### src/rtl/sc_input_hub.sv
// Memory-mapped input hub: synchronized, debounced switches and keys,
// sticky key-press flags, a KEY[0] press counter and a maskable irq.
module sc_input_hub #(
   parameter int         DEBOUNCE_CYCLES = 500000,
   parameter int         CNT_W           = 20,
   parameter logic [7:0] BASE_HI         = 8'hF2
) (
   input  logic        clk,
   input  logic        resetn,
   input  logic [31:0] addr,
   input  logic [31:0] datain,
   input  logic        we,
   output logic [31:0] dataout,
   output logic        hit,
   input  logic [9:0]  SW,
   input  logic [3:0]  KEY,
   output logic        irq
);

   localparam int N = 14;
   localparam logic [CNT_W-1:0] LAST = CNT_W'(DEBOUNCE_CYCLES - 1);
   localparam logic [CNT_W-1:0] ONE  = CNT_W'(1);

   logic [N-1:0]     raw;
   logic [N-1:0]     s1;
   logic [N-1:0]     s2;
   logic [N-1:0]     stable;
   logic [N-1:0]     stable_nx;
   logic [CNT_W-1:0] cnt [N];

   logic [3:0]  flags;
   logic [3:0]  flags_nx;
   logic [3:0]  mask;
   logic [3:0]  mask_nx;
   logic [3:0]  press;
   logic [3:0]  clr;
   logic [15:0] cnt16;
   logic [15:0] cnt16_nx;
   logic [3:0]  idx;
   logic        wr;
   logic        wr_flg;
   logic        wr_cnt;
   logic        wr_msk;
   logic        unused;

   // keys are inverted before syncing so pressed reads as 1 internally
   assign raw = {~KEY, SW};
   assign hit = (addr[31:24] == BASE_HI);
   assign idx = addr[5:2];
   assign wr  = we & hit;

   assign wr_flg = wr & (idx == 4'd2);
   assign wr_cnt = wr & (idx == 4'd3);
   assign wr_msk = wr & (idx == 4'd4);

   assign unused = ^{addr[23:6], addr[1:0], datain[31:4]};

   always_comb begin
      for (int i = 0; i < N; i++) begin
         stable_nx[i] = stable[i];
         if ((s2[i] != stable[i]) && (cnt[i] == LAST))
            stable_nx[i] = s2[i];
      end
   end

   assign press = stable_nx[13:10] & ~stable[13:10];
   assign clr   = wr_flg ? datain[3:0] : 4'h0;

   // set beats clear, and a press on a counter write leaves it at 1
   assign flags_nx = (flags & ~clr) | press;
   assign mask_nx  = wr_msk ? datain[3:0] : mask;
   assign cnt16_nx = (wr_cnt ? 16'h0 : cnt16) + {15'd0, press[0]};

   always_ff @(posedge clk or negedge resetn) begin
      if (!resetn) begin
         s1     <= '0;
         s2     <= '0;
         stable <= '0;
         for (int i = 0; i < N; i++)
            cnt[i] <= '0;
      end else begin
         s1     <= raw;
         s2     <= s1;
         stable <= stable_nx;
         for (int i = 0; i < N; i++) begin
            if (s2[i] == stable[i])
               cnt[i] <= '0;
            else if (cnt[i] == LAST)
               cnt[i] <= '0;
            else
               cnt[i] <= cnt[i] + ONE;
         end
      end
   end

   always_ff @(posedge clk or negedge resetn) begin
      if (!resetn) begin
         flags <= '0;
         mask  <= '0;
         cnt16 <= '0;
         irq   <= 1'b0;
      end else begin
         flags <= flags_nx;
         mask  <= mask_nx;
         irq   <= |(flags_nx & mask_nx);
         if (wr_cnt | press[0])
            cnt16 <= cnt16_nx;
      end
   end

   always_comb begin
      dataout = '0;
      if (hit) begin
         case (idx)
            4'd0:    dataout = {22'd0, stable[9:0]};
            4'd1:    dataout = {28'd0, stable[13:10]};
            4'd2:    dataout = {28'd0, flags};
            4'd3:    dataout = {16'd0, cnt16};
            4'd4:    dataout = {28'd0, mask};
            default: dataout = '0;
         endcase
      end
   end

endmodule
### config.mk
export PLATFORM = sky130hd
export DESIGN_NAME = sc_input_hub
export DESIGN_NICKNAME = d
export VERILOG_FILES = /design/src/rtl/sc_input_hub.sv
export SDC_FILE = /design/constraint.sdc
export NUM_CORES = 1
export LEC_CHECK = 0
export ABC_AREA = 1
export BUFFER_PORTS_ARGS = -buffer_cell sky130_fd_sc_hd__clkbuf_2
export CORE_MARGIN = 1
export CORE_UTILIZATION = 55
export CTS_BUF_LIST = sky130_fd_sc_hd__clkbuf_8
export DETAILED_ROUTE_END_ITERATION = 12
export GPL_TIMING_DRIVEN = 1
export PLACE_DENSITY = 0.83
export RECOVER_POWER = 50
export SYNTH_ARGS = -nofsm -noshare
export SYNTH_HDL_FRONTEND = slang
export SYNTH_SLANG_ARGS = --single-unit
### constraint.sdc
create_clock -name clk -period 2.36 [get_ports clk]
set_clock_uncertainty 0.05 [all_clocks]
set_input_delay 0.354 -clock clk [delete_from_list [all_inputs] [get_ports clk]]
set_output_delay 0.354 -clock clk [all_outputs]
set_load 0.05 [all_outputs]
# == Word level (Yosys, flattened, before mapping) ==
# Index checks and enable logic that the tools add are counted.
# totals
reg_bits,347
latchBits,0
ram_bits,0
rom_bits,0
inputBits,81
out_inout_bits,34
n_memories,0
# op_classes
add_sub_neg,15
n_mul,0
n_div,0
magnitude_cmp,0
eq_ne,47
n_shift,0
mux,37
n_bitwise,12
n_reduce_logical,16
# op_table
operator,count
20-bit 2-to-1 mux,28
"20-bit by 1-bit adder with 20-bit output, second input constant",14
"20-bit by 19-bit equality test with 1-bit output, second input constant",14
16-bit one-hot mux with 5 select lines,1
16-bit 2-to-1 mux,2
16-bit by 1-bit adder with 16-bit output,1
1-bit equality test,14
1-bit logical AND,14
1-bit inequality test,14
4-bit bitwise AND,3
4-bit inverter,3
"4-bit by 2-bit equality test with 1-bit output, second input constant",2
"8-bit equality test, second input constant",1
4-bit 2-to-1 mux,2
1-bit bitwise AND,4
"4-bit by 1-bit equality test with 1-bit output, second input constant",1
"4-bit by 3-bit equality test with 1-bit output, second input constant",1
4-bit logical NOT,1
1-bit 2-to-1 mux,4
4-bit bitwise OR,1
4-bit OR reduction,1
1-bit bitwise OR,1

# == Depth between registers and ports, before layout ==
# Gate-level depths: netlist (run 1).
# depth
depth_word,9
depth_mapped,19
mapped_depth_nobuf,18

# == Worst setup path before layout (run 1) ==
# No wires, ideal clock.
# synth_timing
path_kind,input-to-reg
from,input port addr[27]
to,register cnt16[10]
setup_time_ps,124
t_arrival_ps,2307
setup_slack_ps,-121
cell_stages,16
path_cell_list,nor2_1 nand2_1 nor2_4 nand3_2 buf_2 inv_1 nor2_1 ha_1 ha_1 nand2_1 inv_1 nand3_1 nor2_1 nand2_1 nor2_4 xor2_1
# synth_between
elab_chain_cells,5
word_cells_on_any_way,6
cone_classes,add/sub (1); eq/ne (1); mux (1); bitwise (3)
# synth_lines
item,line_no,source
from (decl),10,"input logic [31:0] addr,"
8-bit equality test (*),48,assign hit = (addr[31:24] == BASE_HI);
named net hit,14,"output logic hit,"
1-bit bitwise AND (*),50,assign wr = we & hit;
1-bit bitwise AND (*),53,assign wr_cnt = wr & (idx == 4'd3);
16-bit 2-to-1 mux,72,"assign cnt16_nx = (wr_cnt ? 16'h0 : cnt16) + {15'd0, press[0]};"
16-bit by 1-bit adder with 16-bit output,72,
to (signal assigned),107,cnt16 <= cnt16_nx;
to (decl),37,logic [15:0] cnt16;
# Mark *: on every way through the listed nets, which the timed path passes. The rest lies on a longest branch.
# A chain may end at the register's enable or synchronous reset.

# == Worst setup path after layout (run 1) ==
# layout_timing
from,register cnt[67] (netlist bit)
to,register cnt16[12]
# layout_between
elab_chain_cells,5
word_cells_on_any_way,6
cone_classes,add/sub (1); eq/ne (1); mux (1); bitwise (2); reduce/logical (1)
# layout_lines
item,line_no,source
from (decl),29,logic [CNT_W-1:0] cnt [N];
"from (signal, indexed assignment)",91,cnt[i] <= cnt[i] + ONE;
20-bit by 19-bit equality test with 1-bit output (*),61,if ((s2[i] != stable[i]) && (cnt[i] == LAST))
1-bit logical AND (*),61,
1-bit 2-to-1 mux (*),61,
4-bit bitwise AND (*),66,assign press = stable_nx[13:10] & ~stable[13:10];
16-bit by 1-bit adder with 16-bit output or 1-bit bitwise OR (tied branches),"72, 106",
# Every way passes the cells marked *; elsewhere a longest branch is shown, timed or not.

==> summary.txt, run 1 <==
Floorplanning
  – Core area: 30800 µm²
  – Io pins: 115
  – Die span in x: 180 µm
  – Initial Utilization: 56.2%
  – Die area: 32200 µm²
  – Die Y: 180 µm
  – Core Rows: 64

Pwr
  – VDD IR-drop max: 650 µV
  – Combinational share of power: 4.3%
  – Cell Pwr Density: 601 nW/µm²
  – Leak Pwr: 0.00910 µW
  – Sequential Power Share: 50.8%
  – Clock share of power: 44.9%
  – Net Sw Frac: 23.3%
  – NetSw: 2790 µW
  – Cell Int Power: 9190 µW

Cells and area
  – Antenna diodes: 0
  – Area Growth Syn to Fin: 15.0%
  – Fin util: 64.7%
  – Final instance area: 19900 µm²
  – Share of layout cells above drive strength 1: 12.6%
  – Fin nets: 2339
  – Commonest non-fill, non-tap cells in the layout: dfrtp_1, nor2_1, nand2_1, inv_1, a21oi_1
  – Commonest non-fill, non-tap cell in the layout: dfrtp_1

Drt
  – Detailed-route wire length: 36200 µm
  – DR WL/cell: 13.5 µm
  – Vias: 14400
  – DRC viols: 6
  – Final ANT Viol Nets: 0
  – Vias/cell: 5.35
  – DRT iter0 DRCs: 1017
  – Drt first pass iters: 11

Place
  – Hpwl dp: 25900 µm
  – Final GP Congestion: 0.889
  – I/O Buffers: 50
  – DP Area: 18500 µm²

Yosys
  – Top-area cell type share of the netlist area: 50.1%
  – Number of distinct library cells after synthesis: 50
  – Synth top area cells: dfrtp_1, nor2_1, nand2_1
  – Fraction of the yosys area taken by sequential cells: 50.1%
  – Flops & latches, synth: 347
  – Avg Cell Area, Syn: 8.33 µm²
  – Top FF cell, synth: dfrtp_1
  – Biggest area consumer among synthesized cells: dfrtp_1
  – Post-synth ARST share: 100%
  – Number of synthesized flops with an enable pin: 0
  – Cell Area, Synth: 17300 µm²
  – Post-synthesis cell count: 2082
  – Synth warnings: 0

GRT
  – Vias in the first global route: 14000
  – Initial antenna violation count: 0
  – Global-route wire length before repair: 62400 µm
  – Aggregate global-route resource usage: 22.8%
  – Largest net degree at the start of global routing: 69
  – Remaining Overflow, GRT: 0

Worst setup path
  – Critical path peak fanout: 3
  – Critical-path top delay cell: dfrtp_1
  – CP max stage delay: 0.40 ns
  – CP delay by family, top: simple AND/OR/NAND/NOR gates
  – Critical Path End Type: flip-flop
  – R2R setup slack: 0.1 ns
  – Critical Path AT: 2.69 ns
  – Most used cell, CP: nand2_2
  – Worst path required time: 2.79 ns
  – WS Path Type: reg -> reg
  – Critical path launch point type: flip-flop
  – Crit path cell chain: inv_2 -> nand2_2 -> nor2_2 -> nand2_1 -> nor2_2 -> nand4_1 -> inv_1 -> ha_2 -> ha_4 -> nand2_2 -> inv_2 -> nand3_4 -> nor2_4 -> nand2_2 -> nor2_4 -> nand3_1 -> nand2_1 -> inv_1
  – Bufs and invs on worst path: 4

Job
  – Maxcap violations: 0

STA
  – Pins Over Slew Limit: 0
  – Max-Slew Margin vs Limit: 0.407%
  – FMAX: 442 MHz
  – Final period utilization: 95.9%
  – Final Hold Fails: 0
  – Min Tclk post-route: 2.26 ns
  – Final Setup Violations: 0
  – TNS Setup: 0 ns
  – Slew of the pin with the lowest slew margin: 1.49 ns
  – RSZ-0062 raised after global routing: yes
  – Hold slack: 0.0626 ns

Clock tree
  – Clock Tree Root: clkbuf_8
  – # clock sinks: 347
  – Max Root-Sink Buffers: 3
  – # H-tree levels: 2
  – Clk_lat worst skew: 0.59 ns
  – Num CTS Buffers: 56
  – CTS tree: yes
  – CTS clk-pin slew, worst paths: 0.06 ns

Outcome
  – Violated checks: DRC
  – Outcome: finished with violations

Hold path
  – Worst hold-check path type: in -> reg
[power groups by stage]
stage	logic [µW]	clock network [µW]	registers, µW
after floorplan	278	0	6180
after global placement	485	0	6190
after detailed placement	502	0	6190
after CTS	530	5520	6090
after global routing	588	5790	6090
final	513	5390	6090
[cell type report]
type	instances	area [µm²]
repair buffers	112	921
clock buffers	74	1020
inverters	293	1100
flip-flops and latches	347	8680
multi-input cells	1432	7540
clock inverters	27	178
fillers	2363	10900
well taps	396	495
[sequential cells by signal, indices dropped and copies added (netlist names)]
name / flops
s2: 14
stable: 14
irq: 1
cnt: 280
s1: 14
flags: 4
mask: 4
cnt16: 16
[logic make-up after synthesis]
kind of cell    after synthesis  share of synthesized area, %
compound gates              253                          7.78
xor+xnor                     89                          4.50
fa+ha+maj                    16                          1.15
buf+inv                     318                          7.31
flops                       347                          50.1
mux                           6                         0.390
other cells                   1                        0.0216
simple gates               1052                          28.8
[per-layer routing]
metal	GRT usage [%]	part of all wire (%)	routed length (µm)
met1	29.7	44	15900
met2	39.0	49	17700
met3	3.18	4.5	1620
met4	8.24	2.6	951
met5	0	0	0
[worst paths after layout]
check                                       start               endpoint  cells past startpoint
worst max register to register  cnt[67]$_DFF_PN0_  cnt16[12]$_DFFE_PN0P_                     18
max in group asynchronous                  resetn     cnt[173]$_DFF_PN0_                      3
worst min register to register    s1[2]$_DFF_PN0_        s2[2]$_DFF_PN0_                      0
min in group asynchronous                  resetn     cnt[270]$_DFF_PN0_                      2
worst min-delay path                    datain[2]      mask[2]$_DFF_PN0_                      3
worst max-delay path            cnt[67]$_DFF_PN0_  cnt16[12]$_DFFE_PN0P_                     18
[repair_timing]
action	in CTS	in global routing
setup buffers	0	5
pin swaps	0	5
resized for setup	1	25
endpoints found under the setup margin	1	10
hold buffers	18	0
hold endpoints to repair	65	0
cloned	0	0
[metrics by stage]
| stage | power (µW) | setup WS [ns] | std cells |
|---|---|---|---|
| 2_1_floorplan | 6460 | -0.119 | 2097 |
| 3_3_place_gp | 6680 | 0.0838 | 2557 |
| 3_5_place_dp | 6700 | 0.0346 | 2557 |
| 4_1_cts | 12100 | 0.00203 | 2676 |
| 5_1_grt | 12500 | -0.0603 | 2681 |
| 6_report | 12000 | 0.0979 | 2681 |
[cells in the mapped netlist (7+ instances only)]
cell and instances:
xor2_1 75, nor3_2 11, dfrtp_1 347, xnor2_1 14, nand3_1 113, ha_1 16
nand4_1 67, nor3_1 87, inv_1 287, nand2_1 320, nand3_2 8, a31oi_1 8
a211oi_1 11, nor2_1 322, nor4_1 21, nor3_4 7, nand2_2 13, buf_4 16
nor3b_1 27, and3_1 14, o21ai_0 97, nor2_2 19, nor2_4 8, a21oi_1 121
[worst reg2reg max path: cells and delay by family (launching register included)]
family	cells	cell delay [ns]
buffers and inverters	4	0.30
flip-flops	1	0.40
AND/OR/NAND/NOR	12	1.07
adder cells (fa/ha/maj)	2	0.35
(Power assumes the default switching activity.)
==> run 2, diff against run 1 <==
Settings changed: CELL_PAD_IN_SITES_DETAIL_PLACEMENT set to 0, CELL_PAD_IN_SITES_GLOBAL_PLACEMENT set to 2, CORE_UTILIZATION 55 to 38, PLACE_DENSITY 0.83 to 0.88.
Clock period 2.36 ns to 2.34 ns, I/O delays scaled along.
==> summary.txt, run 2 (same netlist as run 1, synthesis figures left out) <==
Cells and area
  – Max reg flops: 280 (unchanged)
  – Fin util: 46.0% (-19 points)
  – Commonest non-fill, non-tap cells in the layout: dfrtp_1, nand2_1, nor2_1, inv_1, a21oi_1
  – Top reg by flops: cnt
  – Share of layout cells above drive strength 1: 13.7% (+1.1 points)
  – Fin nets: 2368 (+1.2%)
  – Area Growth Syn to Fin: 18.3%
  – Commonest non-fill, non-tap cell in the layout: dfrtp_1
  – Top Registers: cnt (280), cnt16 (16)
  – Antenna diodes: 0 (unchanged)

Floorplanning
  – Die Y: 216 µm (+20%)
  – Initial Utilization: 38.9% (-17 points)
  – Core Rows: 77 (+20%)
  – Core area: 44600 µm² (+45%)
  – Die span in x: 216 µm (+20%)
  – Die area: 46500 µm² (+44%)
  – Io pins: 115 (unchanged)

GRT
  – Global-route wire length before repair: 67000 µm (+7.4%)
  – Aggregate global-route resource usage: 17.3% (-5.5 points)
  – Largest net degree at the start of global routing: 71 (+2.9%)
  – Initial antenna violation count: 0 (unchanged)
  – Vias in the first global route: 14000 (-0.21%)
  – Remaining Overflow, GRT: 0 (unchanged)

STA
  – Pins Over Slew Limit: 71 (+71)
  – Final period utilization: 99.7% (+3.8 points)
  – RSZ-0062 raised after global routing: yes
  – Final Hold Fails: 0 (unchanged)
  – Min Tclk post-route: 2.33 ns (+0.0701 ns)
  – Final Setup Violations: 0 (unchanged)
  – FMAX: 429 MHz (-3.0%)
  – Hold slack: 0.225 ns (+0.162 ns)
  – Max-Slew Margin vs Limit: -24.5% (-25 points)
  – TNS Setup: 0 ns (unchanged)
  – Slew of the pin with the lowest slew margin: 1.87 ns (+0.374 ns)

Drt
  – Detailed-route wire length: 38500 µm (+6.5%)
  – DR WL/cell: 13.2 µm (-1.9%)
  – Vias: 14000 (-2.3%)
  – Vias/cell: 4.82 (-10%)
  – DRT iter0 DRCs: 807 (-21%)
  – Final ANT Viol Nets: 0 (unchanged)
  – DRC viols: 0 (-6)
  – Drt first pass iters: 7 (-4)

Outcome
  – Violated checks: capacitance limit, slew limit
  – Outcome: finished with violations

Job
  – Maxcap violations: 1 (+1)

Place
  – Hpwl dp: 27500 µm (+5.9%)
  – Final GP Congestion: 0.803 (-9.7%)
  – I/O Buffers: 50 (unchanged)

Pwr
  – Cell Pwr Density: 618 nW/µm² (+2.7%)
  – VDD IR-drop max: 436 µV (-33%)
  – Leak Pwr: 0.00930 µW (+2.1%)

Worst setup path
  – R2R setup slack: 0.008 ns (-0.09 ns)
  – Critical path peak fanout: 3 (unchanged)
  – Worst path required time: 2.87 ns (+0.08 ns)
  – Critical Path End Type: flip-flop
  – WS Path Type: reg -> reg
  – Critical path launch point type: flip-flop
  – Critical Path AT: 2.86 ns (+0.17 ns)

Clock tree
  – Max Root-Sink Buffers: 3 (unchanged)
  – CTS tree: yes
  – Num CTS Buffers: 61 (+8.9%)
  – Clk_lat worst skew: 0.66 ns (+0.07 ns)
  – Clock Tree Root: clkbuf_8
  – # H-tree levels: 2 (unchanged)
  – # clock sinks: 347 (unchanged)
  – CTS clk-pin slew, worst paths: 0.06 ns (about the same)

Hold path
  – Worst hold-check path type: in -> reg
run 2: critical path, stage by stage, from the launching register on:
cell	delay (ns)
dfrtp_1	0.39
inv_2	0.07
nand2_2	0.05
nor2_2	0.11
nand2_1	0.08
nor2_2	0.12
nand4_1	0.15
inv_2	0.11
ha_4	0.15
ha_4	0.13
nand2_1	0.04
inv_1	0.06
nand3_2	0.09
nor2_2	0.15
nand2_2	0.08
nor2_4	0.16
buf_6	0.11
xor2_1	0.13
run 2: timing repair:
| item | in CTS | in global routing |
|---|---|---|
| hold buffers | 19 | 0 |
| resized for setup | 1 | 26 |
| buffers inserted | 0 | 3 |
| hold endpoints to repair | 82 | 0 |
| pin swaps | 1 | 12 |
| setup endpoints to repair | 2 | 14 |
run 2: layer usage:
layer,up-vias,track usage [%],wire length [µm],share of wire [%]
li1,7180,-,-,-
met3,60,2.96,1430,3.7
met5,-,0,0,0
met1,6586,24.0,18800,49
met4,0,6.10,879,2.3
met2,198,27.1,17400,45
run 2: final timing paths:
check | start | to | cells past startpoint
max | cnt[72]$_DFF_PN0_ | cnt16[10]$_DFFE_PN0P_ | 17
min | we | flags[0]$_DFF_PN0_ | 6
max reg2reg | cnt[72]$_DFF_PN0_ | cnt16[10]$_DFFE_PN0P_ | 17
min reg2reg | s1[11]$_DFF_PN0_ | s2[11]$_DFF_PN0_ | 0
max in group asynchronous | resetn | cnt[203]$_DFF_PN0_ | 3
min in group asynchronous | resetn | s1[7]$_DFF_PN0_ | 2
run 2: layout make-up:
cell class,instances,area [µm²]
Fill cell,4395,24100
Sequential cell,347,8680
Multi-Input combinational cell,1432,7550
Timing Repair Buffer,136,1120
Inverter,293,1100
Clock buffer,76,1050
Tap cell,592,741
Clock inverter,36,275
run 2: stage by stage:
stage / std cells / setup WS (ns) / power, µW / instance area, µm²
finish: 2912 / 0.00778 / 12700 / 20500
global route: 2912 / -0.209 / 13300 / 20500
CTS: 2909 / 0.000893 / 12900 / 20500
detailed placement: 2778 / -0.0160 / 6780 / 19000
global placement: 2778 / 0.00339 / 6770 / 19000
floorplan: 2097 / -0.133 / 6520 / 17400
run 2: power by group:
part | switching [µW] | internal, µW | leakage [µW]
registers | 55.6 | 6090 | 0.00471
clock network | 2630 | 3370 | 0.000739
logic | 377 | 148 | 0.00385
